## src/rtl/mux_n_rr.sv

```systemverilog
// mux_n_rr: N-channel registered mux with valid/ready handshakes, fixed-select
// or round-robin arbitration, and out-of-range select flagging.

// Per-channel ready: a channel is acknowledged only when it holds the grant
// and the output register can take a beat.
module mux_n_rr_lane #(
  parameter int SELW = 2,
  parameter int IDX  = 0
) (
  input  logic            rst_n,
  input  logic            load_ok,
  input  logic [SELW-1:0] gnt,
  output logic            ready
);
  assign ready = rst_n && load_ok && (gnt == SELW'(IDX));
endmodule

module mux_n_rr #(
  parameter int WIDTH = 32,
  parameter int N     = 3,
  parameter int SELW  = 2
) (
  input  logic               clk,
  input  logic               rst_n,
  input  logic [N*WIDTH-1:0] in_data,
  input  logic [N-1:0]       in_valid,
  output logic [N-1:0]       in_ready,
  input  logic               mode,
  input  logic [SELW-1:0]    sel,
  output logic [WIDTH-1:0]   out_data,
  output logic [SELW-1:0]    out_chan,
  output logic               out_valid,
  input  logic               out_ready,
  output logic               err_sel
);
  localparam int              NP  = 1 << SELW;
  localparam logic [SELW:0]   N_L = (SELW+1)'(N);

  logic [N-1:0][WIDTH-1:0] din;
  logic [NP-1:0]           vld_pad;
  logic                    sel_ok;
  logic                    load_en;
  logic                    gnt_vld;
  logic                    xfer;
  logic [SELW-1:0]         gnt;
  logic [WIDTH-1:0]        gnt_data;
  int                      idx;

  logic [WIDTH-1:0] out_data_q, out_data_d;
  logic [SELW-1:0]  out_chan_q, out_chan_d;
  logic             out_valid_q, out_valid_d;
  logic             err_sel_q, err_sel_d;
  logic [SELW-1:0]  ptr_q, ptr_d;

  assign din     = in_data;
  assign sel_ok  = ({1'b0, sel} < N_L);
  assign load_en = !out_valid_q || out_ready;
  assign xfer    = gnt_vld && load_en;

  // Grant: fixed select in mode 0 (out-of-range select grants nothing),
  // otherwise the first valid channel scanning upward from ptr with wrap.
  always_comb begin
    gnt     = '0;
    gnt_vld = 1'b0;
    idx     = 0;
    vld_pad = '0;
    vld_pad[N-1:0] = in_valid;
    if (!mode) begin
      gnt     = sel;
      gnt_vld = sel_ok && vld_pad[sel];
    end else begin
      for (int k = 0; k < N; k++) begin
        idx = int'(ptr_q) + k;
        if (idx >= N) idx = idx - N;
        if (!gnt_vld && in_valid[idx]) begin
          gnt_vld = 1'b1;
          gnt     = idx[SELW-1:0];
        end
      end
    end
  end

  // Data of the granted channel; a decoded loop keeps indexing in range.
  always_comb begin
    gnt_data = '0;
    for (int i = 0; i < N; i++)
      if (gnt == SELW'(i)) gnt_data = din[i];
  end

  for (genvar i = 0; i < N; i++) begin : g_lane
    mux_n_rr_lane #(.SELW(SELW), .IDX(i)) u_lane (
      .rst_n   (rst_n),
      .load_ok (xfer),
      .gnt     (gnt),
      .ready   (in_ready[i])
    );
  end

  // Output stage next state: load on transfer (replacing any drained beat),
  // clear valid on drain, hold otherwise; rr pointer moves on mode-1 transfers.
  always_comb begin
    out_data_d  = out_data_q;
    out_chan_d  = out_chan_q;
    out_valid_d = out_valid_q;
    ptr_d       = ptr_q;
    err_sel_d   = !mode && !sel_ok;
    if (xfer) begin
      out_data_d  = gnt_data;
      out_chan_d  = gnt;
      out_valid_d = 1'b1;
      if (mode) ptr_d = (gnt == SELW'(N-1)) ? '0 : gnt + SELW'(1);
    end else if (out_ready) begin
      out_valid_d = 1'b0;
    end
  end

  // State registers; reset discards any held beat.
  always_ff @(posedge clk or negedge rst_n) begin
    if (!rst_n) begin
      out_data_q  <= '0;
      out_chan_q  <= '0;
      out_valid_q <= 1'b0;
      err_sel_q   <= 1'b0;
      ptr_q       <= '0;
    end else begin
      out_data_q  <= out_data_d;
      out_chan_q  <= out_chan_d;
      out_valid_q <= out_valid_d;
      err_sel_q   <= err_sel_d;
      ptr_q       <= ptr_d;
    end
  end

  assign out_data  = out_data_q;
  assign out_chan  = out_chan_q;
  assign out_valid = out_valid_q;
  assign err_sel   = err_sel_q;
endmodule

```

## config.mk

```make
export PLATFORM = sky130hd
export DESIGN_NAME = mux_n_rr
export DESIGN_NICKNAME = d
export VERILOG_FILES = /design/src/rtl/mux_n_rr.sv
export SDC_FILE = /design/constraint.sdc
export NUM_CORES = 1
export LEC_CHECK = 0
export ABC_AREA = 1
export BUFFER_PORTS_ARGS = -buffer_cell sky130_fd_sc_hd__buf_4
export CAP_MARGIN = 20
export CORE_MARGIN = 10
export CORE_UTILIZATION = 45
export DETAILED_ROUTE_END_ITERATION = 8
export PLACE_DENSITY = 0.79
export SLEW_MARGIN = 40
export SYNTH_ARGS = -nofsm -noshare
export SYNTH_HDL_FRONTEND = slang
export SYNTH_SLANG_ARGS = --single-unit
export TNS_END_PERCENT = 1
```

## constraint.sdc

```tcl
create_clock -name clk -period 2.5 [get_ports clk]
set_input_delay 0.125 -clock clk [delete_from_list [all_inputs] [get_ports clk]]
set_output_delay 0.125 -clock clk [all_outputs]
set_load 0.01 [all_outputs]
```

==> results.tsv <==
stage	metric	value	unit
worst_setup_path	Crit Path Class	reg -> out	
clock_tree	clock slew at reported path FFs	0.07	ns
final_layout	ratio of cells with drive above 1 in the final layout	32.9	%
worst_setup_path	Max stage delay on crit path	0.43	ns
floorplan	Die X	99.6	um
power	Combinational Power Share	64.5	%
floorplan	row cnt	28	
worst_setup_path	Cell Chain, Critical Path	inv_2, ha_4, nor2_2, a31oi_2, nand2_1, nand2_2, nand2_4, buf_12, nor3_2, buf_4	
worst_setup_path	crit-path leading delay family	simple AND/OR/NAND/NOR gates	
worst_setup_path	r2r setup slk	0.18	ns
timing	Setup-failing EPs final	0	
final_layout	Fill cells	558	
placement	post-DP HPWL	7.69	mm
synthesis	Synth warnings	0	
min_path	hold path depth	4	
drt	met1 wire length	4.01	mm
drt	Via density	5.00	
drt	via count	3312	
drt	met3 wire length	835	um
worst_setup_path	CP arrival	2.26	ns
run	maxcap violations	0	
grt	vias in the first global route	3234	
final_layout	area taken by multi-input logic gates	1590	um^2
synthesis	Netlist cell types	29	
synthesis	post-synth top area share	33.3	%
timing	final setup slack of the worst path	0.116	ns
timing	final worst path period need	2.38	ns
final_layout	area added between synthesis and finish	46.2	%
power	Seq pwr share	25.3	%
power	power density cells	1040	nW/um^2
clock_tree	TritonCTS clock tree	yes	
final_layout	Antenna Cells	0	
worst_setup_path	cells on worst reg2reg path	11	
power	Sw Ratio	45.7	%
timing	sum of negative setup slack	0	ns
min_path	worst hold-check path type	in -> reg	
synthesis	Synth area leaders	dfrtp_1 (33%), nand2_1 (18%), nand3_1 (13%)	
placement	Port-buffer cells	143	
synthesis	Synth Instances	446	
floorplan	Core Box Area	6030	um^2
power	Clk pwr share	10.2	%
placement	worst slack, placed	0.127	ns
run_status	outcome	finished clean	
synthesis	Syn Nets	555	
power	Tot Pwr	0.00434	W
drt	DRT Pass-1 Iters	4	
floorplan	initial cell density of the core	47.3	%
clock_tree	Root Buffer	clkbuf_8	
floorplan	Top Ports	144	
timing	Worst Hold Slack	0.127	ns
timing	clock skew	0.00598	ns
timing	final slew viol count	0	
clock_tree	H-tree levels	2	
drt	Top Metal Used	met4	
grt	pin count of the biggest net entering global routing	40	
timing	fin crit share	95.4	%
synthesis	number of synthesized flops with an enable pin	0	
drt	Routed met2 length	4.83	mm
drt	DR iter-0 viols	144	
synthesis	Mean Syn Cell Area	6.39	um^2
drt	DRC Markers	0	
power	Internal Power	0.00236	W
grt	aggregate global routing overflow	0	
power	leakage power	2.36	nW
worst_setup_path	crit path max-delay cell type	dfrtp_1	
clock_tree	clk_lat worst skew	0.29	ns
timing	RSZ-0062 raised after global routing	no	
power	Psw	0.00198	W
drt	WL per Instance	14.9	um
synthesis	Synth area leader	dfrtp_1	
synthesis	Seq/Total Area, Yosys	33.3	%
worst_setup_path	CP bufs+invs	3	
grt	global-route wire length before repair	15.5	mm
grt	initial antenna violation count	0	
worst_setup_path	CP Data Required Time	2.38	ns
synthesis	Seq cells post-synth	38	
worst_setup_path	worst-path fanout max	26	
floorplan	die area	9920	um^2
synthesis	commonest cells in the synthesized netlist	nand2_1 (133), nand3_1 (76), inv_1 (52)	
placement	Routability Congestion	0.921	
power	maximum vdd drop	0.619	mV
worst_setup_path	CP endpoint kind	primary output	
clock_tree	TritonCTS Buffers	5	
worst_setup_path	CP startpoint kind	flop	
drt	Antenna Nets Post-Route	0	
timing	fmax	0.419	GHz
min_path	WHS Endpoint	out_valid	
min_path	Worst Hold Launch	out_ready	
final_layout	sequential cell area	952	um^2
synthesis	async set or reset register ratio after synthesis	100	%
worst_setup_path	Reg-to-Reg End	out_data[17]	
final_layout	Final #Nets	695	
synthesis	most frequent cell after synthesis	nand2_1	
floorplan	Die Height	99.6	um
timing	Final Hold Viols	0	
clock_tree	clk sink count	38	
drt	Routed WL	9.87	mm
grt	Total GRT Usage	18.5	%
synthesis	Primary FF master, synth	dfrtp_1	
clock_tree	clock buffer depth	2	
timing	pin slew with the least headroom to its limit	0.521	ns
timing	max_slew headroom	65.3	%
synthesis	Mapped Area	2850	um^2
worst_setup_path	Reg-to-Reg Start	ptr_q[0]	
-- power groups by stage --
stage          sequential, W  combinational, W  clock [W]
5_1_grt              0.00114           0.00314   0.000483
2_1_floorplan        0.00120           0.00158          0
6_report             0.00110           0.00280   0.000443
3_5_place_dp         0.00109           0.00266          0
4_1_cts              0.00109           0.00270   0.000453
3_3_place_gp         0.00108           0.00262          0
-- stage by stage --
stage	area (um^2)	util, %	instances
finish	4170	69.2	662
global route	4170	69.2	662
CTS	4080	67.7	659
detailed placement	3970	65.8	650
global placement	3970	65.8	650
floorplan	2850	-	446
-- final cells by class --
cell class / count / share of cell area, %
Timing Repair Buffer: 160 / 29.5
Inverter: 56 / 5.04
Clock buffer: 7 / 2.07
Clock inverter: 1 / 0.120
Sequential cell: 38 / 22.8
Multi-Input combinational cell: 325 / 38.2
Tap cell: 75 / 2.25
-- cell families after synthesis --
logic type	share of synthesized area (%)
AOI/OAI and AO/OA	4.39
adders and majority gates	1.76
buffers and inverters	13.6
DFF	33.3
and+or+nand+nor	47.0
-- flip-flops by register name (all words and copies together) (netlist names) --
signal     count
out_valid      1
out_chan       2
err_sel        1
out_data      32
ptr_q          2
-- worst max path at each step --
| stage | from | to | slack (ns) | cells past startpoint |
|---|---|---|---|---|
| finish | ptr_q[0] | in_ready[0] | 0.12 | 10 |
| global placement | ptr_q[0] | out_data[29] | 0.19 | 11 |
| detailed placement | ptr_q[0] | out_data[13] | 0.13 | 13 |
| floorplan | ptr_q[0] | in_ready[0] | 0.35 | 16 |
| CTS | ptr_q[1] | in_ready[0] | 0.02 | 12 |
| global route | ptr_q[0] | in_ready[0] | 0.002 | 12 |
-- worst min-delay path: cells and delay by family --
kind | cells | cell delay [ns]
buffers and inverters | 2 | 0.16
and+or+nand+nor | 2 | 0.10
-- per-layer routing --
| layer | track usage [%] | up-vias |
|---|---|---|
| met5 | 0 | - |
| met4 | 5.18 | 0 |
| met3 | 6.64 | 17 |
| met2 | 30.7 | 120 |
| met1 | 22.1 | 1501 |
| li1 | - | 1674 |
-- repair_timing --
item | 4_1_cts | 5_1_grt
pin swaps | 0 | 3
buffers inserted | 0 | 3
resized for setup | 3 | 16
hold buffers | 1 | 0
setup endpoints to repair | 2 | 16
hold endpoints to repair | 38 | 0
-- layout by cell type (no fill, tap or decap), types with 2 or more instances in the layout --
master | netlist | routed
nand3_1 | 76 | 75
buf_12 | 0 | 2
o21ai_0 | 10 | 10
buf_4 | 10 | 157
inv_2 | 3 | 4
nor3_1 | 4 | 2
nand2_2 | 2 | 5
dfrtp_1 | 38 | 37
or2_0 | 18 | 18
ha_4 | 0 | 2
nor3_2 | 0 | 2
inv_1 | 52 | 51
nand2_1 | 133 | 129
ha_2 | 0 | 2
nor2_1 | 51 | 50
nor2_2 | 3 | 4
nand4_1 | 10 | 10
o21ai_1 | 5 | 5
clkbuf_8 | 0 | 6
No activity file was read; power rests on OpenSTA's default activity.
